<file path="src/rtl/group_event_encoder.sv">
`default_nettype none
// ============================================================================
// group_event_encoder - round-robin group grant, pixel capture, event FIFO
// Revision: 1.0
// ============================================================================
module group_event_encoder #(
   parameter  int Lvl_ROWS   = 4,
   parameter  int Lvl_COLS   = 4,
   parameter  int Lvl0_ADD   = 2,
   parameter  int FIFO_DEPTH = 32,
   parameter  int TIMEOUT    = 64,
   localparam int GRP_PIX    = 2**(2*Lvl0_ADD),
   localparam int GR_ADD     = $clog2(Lvl_ROWS),
   localparam int GC_ADD     = $clog2(Lvl_COLS)
) (
   input  logic                                clk_i,
   input  logic                                reset_i,
   input  logic [Lvl_ROWS-1:0][Lvl_COLS-1:0]   req_i,
   input  logic                                active_i,
   input  logic [Lvl0_ADD-1:0]                 x_add_i,
   input  logic [Lvl0_ADD-1:0]                 y_add_i,
   input  logic                                grp_release_i,
   output logic [Lvl_ROWS-1:0][Lvl_COLS-1:0]   enable_o,
   output logic                                event_valid_o,
   input  logic                                event_ready_i,
   output logic [GR_ADD+Lvl0_ADD-1:0]          event_x_o,
   output logic [GC_ADD+Lvl0_ADD-1:0]          event_y_o,
   output logic                                busy_o,
   output logic                                overflow_o,
   output logic                                timeout_o
);

   localparam int c_NUM_GRP = Lvl_ROWS * Lvl_COLS;
   localparam int c_IDX_W   = (c_NUM_GRP > 1) ? $clog2(c_NUM_GRP) : 1;
   localparam int c_FA_W    = $clog2(FIFO_DEPTH);
   localparam int c_WD_W    = (TIMEOUT > 1) ? $clog2(TIMEOUT) : 1;
   localparam int c_DW      = GR_ADD + GC_ADD + 2 * Lvl0_ADD;
   localparam logic [c_FA_W:0] c_MAX_FILL = (c_FA_W+1)'(FIFO_DEPTH - GRP_PIX);

   typedef enum logic [0:0] { IDLE = 1'b0, GRANT = 1'b1 } state_t;

   state_t                r_state;
   logic [c_IDX_W-1:0]    r_rr_ptr;
   logic [c_IDX_W-1:0]    r_win;
   logic [c_NUM_GRP-1:0]  r_enable;
   logic [c_WD_W-1:0]     r_wd_cnt;
   logic [c_FA_W:0]       r_wr_ptr;
   logic [c_FA_W:0]       r_rd_ptr;
   logic [c_DW-1:0]       r_mem [FIFO_DEPTH];
   logic                  r_overflow;

   logic [c_NUM_GRP-1:0]  w_req_flat;
   logic                  w_found;
   logic [c_IDX_W-1:0]    w_pick;
   logic [c_IDX_W-1:0]    w_next_ptr;
   logic [GR_ADD-1:0]     w_win_row;
   logic [GC_ADD-1:0]     w_win_col;
   logic [c_DW-1:0]       w_din;
   logic [c_FA_W:0]       w_count;
   logic                  w_space;
   logic                  w_empty;
   logic                  w_full;
   logic                  w_push_req;
   logic                  w_push;
   logic                  w_pop;
   logic                  w_drop;
   logic                  w_timeout;
   logic                  w_release;

   assign w_req_flat = req_i;

   // First requester at or after rr_ptr, wrapping over the row-major index space.
   always_comb begin
      w_found = 1'b0;
      w_pick  = r_rr_ptr;
      for (int i = 0; i < c_NUM_GRP; i++) begin
         if (!w_found && w_req_flat[c_IDX_W'((int'(r_rr_ptr) + i) % c_NUM_GRP)]) begin
            w_found = 1'b1;
            w_pick  = c_IDX_W'((int'(r_rr_ptr) + i) % c_NUM_GRP);
         end
      end
   end

   assign w_next_ptr = c_IDX_W'((int'(r_win) + 1) % c_NUM_GRP);
   assign w_win_row  = GR_ADD'(int'(r_win) / Lvl_COLS);
   assign w_win_col  = GC_ADD'(int'(r_win) % Lvl_COLS);
   assign w_din      = {w_win_row, x_add_i, w_win_col, y_add_i};

   assign w_count    = r_wr_ptr - r_rd_ptr;
   assign w_space    = (w_count <= c_MAX_FILL);
   assign w_empty    = (r_wr_ptr == r_rd_ptr);
   assign w_full     = (r_wr_ptr[c_FA_W] != r_rd_ptr[c_FA_W]) &&
                       (r_wr_ptr[c_FA_W-1:0] == r_rd_ptr[c_FA_W-1:0]);
   assign w_push_req = (r_state == GRANT) && active_i;
   assign w_pop      = !w_empty && event_ready_i;
   // A full FIFO still accepts a push when the head leaves in the same cycle.
   assign w_push     = w_push_req && (!w_full || w_pop);
   assign w_drop     = w_push_req && w_full && !w_pop;

   assign w_timeout  = (r_state == GRANT) && !grp_release_i && !active_i &&
                       (r_wd_cnt == c_WD_W'(TIMEOUT - 1));
   assign w_release  = (r_state == GRANT) && (grp_release_i || w_timeout);

   always_ff @(posedge clk_i) begin
      if (reset_i) begin
         r_state  <= IDLE;
         r_rr_ptr <= '0;
         r_win    <= '0;
         r_enable <= '0;
         r_wd_cnt <= '0;
      end else begin
         case (r_state)
            IDLE: begin
               r_wd_cnt <= '0;
               if (w_found && w_space) begin
                  r_win    <= w_pick;
                  r_enable <= c_NUM_GRP'(1) << w_pick;
                  r_state  <= GRANT;
               end
            end
            GRANT: begin
               if (w_release) begin
                  r_enable <= '0;
                  r_rr_ptr <= w_next_ptr;
                  r_wd_cnt <= '0;
                  r_state  <= IDLE;
               end else if (active_i) begin
                  r_wd_cnt <= '0;
               end else begin
                  r_wd_cnt <= r_wd_cnt + c_WD_W'(1);
               end
            end
            default: r_state <= IDLE;
         endcase
      end
   end

   always_ff @(posedge clk_i) begin
      if (reset_i) begin
         r_wr_ptr   <= '0;
         r_rd_ptr   <= '0;
         r_overflow <= 1'b0;
      end else begin
         if (w_push) r_wr_ptr <= r_wr_ptr + (c_FA_W+1)'(1);
         if (w_pop)  r_rd_ptr <= r_rd_ptr + (c_FA_W+1)'(1);
         if (w_drop) r_overflow <= 1'b1;
      end
   end

   always_ff @(posedge clk_i) begin
      if (w_push) r_mem[r_wr_ptr[c_FA_W-1:0]] <= w_din;
   end

   assign enable_o               = r_enable;
   assign busy_o                 = (r_state == GRANT);
   assign overflow_o             = r_overflow;
   assign timeout_o              = w_timeout;
   assign event_valid_o          = !w_empty;
   assign {event_x_o, event_y_o} = w_empty ? '0 : r_mem[r_rd_ptr[c_FA_W-1:0]];

endmodule
`default_nettype wire

</file>
<file path="config.mk">
export PLATFORM = sky130hd
export DESIGN_NAME = group_event_encoder
export DESIGN_NICKNAME = d
export VERILOG_FILES = /design/src/rtl/group_event_encoder.sv
export SDC_FILE = /design/constraint.sdc
export NUM_CORES = 1
export LEC_CHECK = 0
export CORE_AREA = 2 2 166 168
export CTS_CLUSTER_SIZE = 8
export DETAILED_ROUTE_END_ITERATION = 6
export DIE_AREA = 0 0 168 170
export HOLD_SLACK_MARGIN = 0.15
export PLACE_DENSITY = 0.87
export SKIP_LAST_GASP = 1
export SLEW_MARGIN = 10
export SYNTH_ARGS = -nofsm -noshare
export SYNTH_HDL_FRONTEND = slang
export SYNTH_SLANG_ARGS = --single-unit
</file>
<file path="constraint.sdc">
create_clock -name clk_i -period 4.8 [get_ports clk_i]
set_input_delay 0.96 -clock clk_i [delete_from_list [all_inputs] [get_ports clk_i]]
set_output_delay 0.96 -clock clk_i [all_outputs]
set_load 0.02 [all_outputs]
</file>
==> metrics.csv, run 1 <==
metric,value,unit
run status,"finished, final reports clean",
FMAX,225,MHz
YS warnings,0,
footprint of the multi-input gates,5550,um2
MaxCap Viol Count,0,
Worst Setup End Kind,output port,
H-tree depth,2,
Cell Rows,60,
RePlAce Congestion,0.982,
worst-margin pin slew,1.10,ns
register area share after synthesis,59.7,%
element type at the critical path start,flop,
width of the die,168,um
"FFs w/ async S/R, synth",0,%
first-pass GRT wire length,56100,um
number of buffers created by CTS,44,
CTS clock-pin slew for the worst setup and hold paths,0.04,ns
CP Cell Sequence,buf_12 -> mux4_2 -> mux4_2 -> mux2i_1 -> nor2_1 -> clkdlybuf4s50_1,
Ports,53,
leakage,5.44,nW
clk sink count,305,
RSZ-0062 raised after global routing,false,
WL final,36700,um
Pre-Repair DR Iteration Count,5,
Initial Utilization,54.4,%
drt wl/cell,26.2,um
ranking of synthesized cells by area,"edfxtp_1, mux4_2, dfxtp_1, mux2i_1, nor2_1",
worst-case clock buffer depth,3,
Hold Buf Count CTS,0,
critical-path maximum fanout,22,
top_reg_cell synth,edfxtp_1,
top post-synthesis cells by count,"edfxtp_1, mux4_2, nor2_1",
Synth Area in Simple Gates,8.17,%
Die ar.,28600,um2
Core Area,26700,um2
total grt overflow,0,
Rel. slew slack,26.3,%
Setup Buffers After CTS,0,
Register Area,8670,um2
DR DRC count,0,
# setup viols final,0,
Yosys reg bits,305,
largest net degree at the start of global routing,44,
initial antenna violation count,0,
Die Span Y,170,um
post-synthesis mux area share,20.4,%
post-synthesis xor/xnor area fraction,1.79,%
P&R area growth vs syn,16.4,%
vias in the first global route,9406,
largest family of logic cells by synthesized area,multiplexers,
CTS tree,built,
vias,9224,
vias per inst,6.60,
fin util,63.4,%
Post-Synth Adder-Cell Area,1.72,%
syn avg cell area,15.6,um2
PortBufs,52,
Synth cell types,77,
synthesized instance count,930,
Final HPWL DP,23000,um
share of cells above drive strength 1,22.7,%
CTS root buf,clkbuf_16,
"area leader, netlist",edfxtp_1,
post-synth top area share,53.0,%
Worst-Skew Late Latency,0.54,ns
"most used cell, CP",mux4_2,
Final Hold Fails,0,
"Slew Viols, Final",0,
crit path DAT,3.48,ns
gr usage total,26.0,%
fill count,1759,
fin nets,1066,
Total Neg Setup Slack,0,ns
post_cts resized,0,
post-synthesis net count,975,
WS Path Type,reg2out,
slowest CP cell,dfxtp_4,
Final min period,4.44,ns
post-route antenna net violation count,0,
Worst IR Drop VDD,292,uV
Post-synth EDFFs,256,
critical path data required time,3.84,ns
compound-gate portion of the synthesized area,6.15,%
synthesized area,14500,um2
max incr delay on CP,0.64,ns
HP Class,reg2reg,
worst clock skew,0.0386,ns
pwr dens,548,nW/um2
most common cell in the synthesized netlist,edfxtp_1,
period utilization,92.5,%
Iteration-0 DRC Markers,1081,
[metrics by stage]
stage          hold slack [ns]  area [um2]  setup slack, ns  instances  power [W]
5_1_grt                  0.482       16900            0.173       1397    0.00959
3_5_place_dp             0.444       15600           0.0395       1316    0.00638
2_1_floorplan            0.418       14500           0.0908        930    0.00530
3_3_place_gp             0.430       15600            0.112       1316    0.00632
6_report                 0.445       16900            0.362       1398    0.00925
4_1_cts                  0.450       16900            0.302       1397    0.00924
[layout by cell type, fill, tap and decap left out, types with 5 or more instances in the layout]
master           count
nand4_1              9
clkbuf_1            33
nor2_1              95
mux2_2               9
nor3_1              14
a22o_1              14
or3_1                5
inv_1               23
a21oi_1             18
dfxtp_1             46
mux4_2             107
clkdlybuf4s50_1     48
nand2b_1             8
clkbuf_16           44
o22ai_1              7
nor2b_1             10
or2_2                5
xnor2_1             18
edfxtp_1           256
nand2_1             32
buf_4               36
and2_1               5
a211oi_1            12
mux2i_1             45
ha_1                19
xor2_1               8
nand3_1             18
o21ai_0              9
[worst max-delay path: cells and delay by family, from the launching register on]
kind	cells	cell delay, ns
multiplexers	3	1.31
buffers and inverters	2	0.91
flip-flops	1	0.64
AND/OR/NAND/NOR	1	0.09
[where the power goes]
group          switching [W]  internal, W  leakage, nW
registers           0.000137      0.00305         2.73
clock network        0.00111      0.00174        0.611
logic                0.00180      0.00142         2.11
[worst paths after layout]
path	to	slack, ns	from	depth (start not counted)
worst min-delay path	r_wd_cnt[0]$_SDFF_PP0_	0.44	r_wd_cnt[0]$_SDFF_PP0_	1
worst min register to register	r_wd_cnt[0]$_SDFF_PP0_	0.44	r_wd_cnt[0]$_SDFF_PP0_	1
worst max-delay path	event_y_o[1]	0.36	flop	6
worst max register to register	enable_o[2]$_SDFFE_PP0P_	0.44	r_rr_ptr[0]$_SDFFE_PP0P_	11
[cell families (layout without fill, tap and decap cells)]
group                      count (synthesis)  in the layout
DFF                                      305            305
and+or+nand+nor                          230            230
muxes                                    161            161
AOI/OAI and AO/OA                        115            115
buffers and inverters                     71            197
xor gates and xnor gates                  28             28
adders and majority gates                 20             20
other                                      0              1
[routing by layer]
| metal | global-route usage [%] | wire, um | vias up |
|---|---|---|---|
| li1 | - | - | 3918 |
| met1 | 34.8 | 14400 | 4650 |
| met2 | 44.3 | 18300 | 580 |
| met3 | 4.02 | 2940 | 76 |
| met4 | 8.54 | 983 | 0 |
| met5 | 0 | 0 | - |
[sequential cells by signal, indices dropped and copies added (netlist names), named ones only]
signal      count
enable_o       16
r_rr_ptr        4
r_wd_cnt        6
busy_o          1
overflow_o      1
r_rd_ptr        6
r_wr_ptr        6
r_mem         256
r_win           4
[final cells by class]
class	count	share of cell area, %
flip-flops and latches	305	51.4
multi-input cells	554	32.9
clock buffers	78	7.33
repair buffers	92	5.04
well taps	341	2.53
inverters	24	0.533
clock inverters	3	0.311
diodes	1	0.0148
(Power assumes the default switching activity.)
==> inputs of run 2 (changes only) <==
- MAX_ROUTING_LAYER: not set -> met4
==> metrics.csv, run 2 (same netlist as run 1, synthesis figures left out) <==
metric,value,unit,change
R2R cell count,12,,+1
Die Span Y,170,um,unchanged
Die ar.,28600,um2,unchanged
first-pass GRT wire length,57500,um,+2.5%
CP Depth,6,,unchanged
post-route antenna net violation count,0,,unchanged
share of cells above drive strength 1,23.1,%,+0.34 points
total grt overflow,0,,unchanged
MaxCap Viol Count,0,,unchanged
R2R setup slack,0.39,ns,-0.05 ns
max incr delay on CP,0.64,ns,about the same
Cell Rows,60,,unchanged
PortBufs,52,,unchanged
Finished Cell Area,17000,um2,+0.39%
RePlAce Congestion,0.949,,-3.4%
Hold Buf Count CTS,0,,unchanged
drt wl/cell,26.8,um,+2.1%
gr usage total,27.8,%,+1.8 points
CTS clock-pin slew for the worst setup and hold paths,0.05,ns,about the same
worst-margin pin slew,1.20,ns,+0.0949 ns
worst-case clock buffer depth,3,,unchanged
WL final,37500,um,+2.1%
Worst-Skew Late Latency,0.55,ns,about the same
leakage,5.48,nW,+0.69%
number of buffers created by CTS,44,,unchanged
Final Hold Fails,0,,unchanged
Hold Slack,0.447,ns,+0.00225 ns
vias per inst,6.57,,-0.43%
period utilization,92.8,%,+0.38 points
largest net degree at the start of global routing,39,,-11%
Pre-Repair DR Iteration Count,5,,unchanged
"most common cell after layout, fill and taps aside",edfxtp_1,,
slowest CP cell,dfxtp_4,,
post_cts resized,0,,unchanged
"most used cell, CP",mux4_2,,
Worst IR Drop VDD,370,uV,+27%
H-tree depth,2,,unchanged
Worst R2R End,enable_o[4]$_SDFFE_PP0P_,,
Worst R2R Start,r_rr_ptr[2]$_SDFFE_PP0P_,,
worst clock skew,0.0217,ns,-0.0169 ns
element type at the critical path start,flop,,
"Slew Viols, Final",0,,unchanged
DR DRC count,0,,unchanged
Rel. slew slack,19.9,%,-6.4 points
critical path data required time,3.84,ns,about the same
pwr dens,548,nW/um2,about the same
clk sink count,305,,unchanged
vias in the first global route,9278,,-1.4%
Core Area,26700,um2,unchanged
P&R area growth vs syn,16.9,%,
fin nets,1073,,+0.66%
critical-path maximum fanout,22,,unchanged
WS Path Type,reg2out,,
Initial Utilization,54.4,%,unchanged
run status,"finished, final reports clean",,
"delay-heaviest family, CP",multiplexers,,
vias,9191,,-0.36%
# setup viols final,0,,unchanged
initial antenna violation count,0,,unchanged
FMAX,224,MHz,-0.41%
Final HPWL DP,23700,um,+3.0%
Worst Setup End Kind,output port,,
sum of buffers and inverters on the critical path,2,,unchanged
number of diodes,0,,-1
worst setup path endpoint,event_y_o[1],,
CP Cell Sequence,buf_12 -> mux4_2 -> mux4_2 -> mux2i_1 -> nor2_1 -> clkdlybuf4s50_1,,
Iteration-0 DRC Markers,966,,-11%
fin util,63.6,%,+0.24 points
most frequent cells in the layout,"edfxtp_1, mux4_2, nor2_1, clkdlybuf4s50_1, dfxtp_1",,
Ports,53,,unchanged
CTS tree,built,,
max FFs per register,256,,unchanged
HP Class,reg2reg,,
DP Area,15700,um2,+0.42%
RSZ-0062 raised after global routing,false,,
crit path DAT,3.50,ns,+0.02 ns
CTS root buf,clkbuf_16,,
width of the die,168,um,unchanged
Setup Buffers After CTS,0,,unchanged
Final min period,4.46,ns,+0.0181 ns
==> run 2: worst min path at each step <==
stage / from / endpoint / slack, ns / cells after the start
6_report: r_wd_cnt[0]$_SDFF_PP0_ / r_wd_cnt[0]$_SDFF_PP0_ / 0.45 / 1
5_1_grt: r_wd_cnt[0]$_SDFF_PP0_ / r_wd_cnt[0]$_SDFF_PP0_ / 0.48 / 1
4_1_cts: r_wd_cnt[0]$_SDFF_PP0_ / r_wd_cnt[0]$_SDFF_PP0_ / 0.45 / 1
3_5_place_dp: r_wd_cnt[0]$_SDFF_PP0_ / r_wd_cnt[0]$_SDFF_PP0_ / 0.44 / 1
3_3_place_gp: r_wd_cnt[0]$_SDFF_PP0_ / r_wd_cnt[0]$_SDFF_PP0_ / 0.43 / 1
2_1_floorplan: r_wd_cnt[0]$_SDFF_PP0_ / r_wd_cnt[0]$_SDFF_PP0_ / 0.42 / 1
==> run 2: metrics by stage <==
| step | setup TNS, ns | power, W | std cells | worst slack [ns] |
|---|---|---|---|---|
| 2_1_floorplan | 0 | 0.00530 | 930 | 0.0908 |
| 3_3_place_gp | 0 | 0.00637 | 1323 | 0.0388 |
| 3_5_place_dp | -0.00834 | 0.00641 | 1323 | -0.00834 |
| 4_1_cts | 0 | 0.00927 | 1399 | 0.301 |
| 5_1_grt | 0 | 0.00962 | 1399 | 0.0415 |
| 6_report | 0 | 0.00928 | 1399 | 0.344 |
==> run 2: power by group <==
part	total (W)	leakage, nW	switching (W)	internal [W]
registers	0.00320	2.73	0.000151	0.00305
logic	0.00322	2.15	0.00177	0.00145
clock network	0.00286	0.610	0.00112	0.00174
total	0.00928	5.48	0.00305	0.00624
==> run 2: area by class of cell <==
class / instances / area, um2
clock buffers: 73 / 1230
clock inverters: 3 / 55.1
fillers: 1760 / 9700
inverters: 24 / 90.1
multi-input cells: 554 / 5550
flip-flops and latches: 305 / 8670
well taps: 341 / 427
repair buffers: 99 / 926
==> run 2: per-layer routing <==
layer / GRT usage (%) / wire (um)
met1: 34.9 / 14400
met2: 47.4 / 19200
met3: 4.23 / 2870
met4: 8.28 / 1030
met5: - / 0
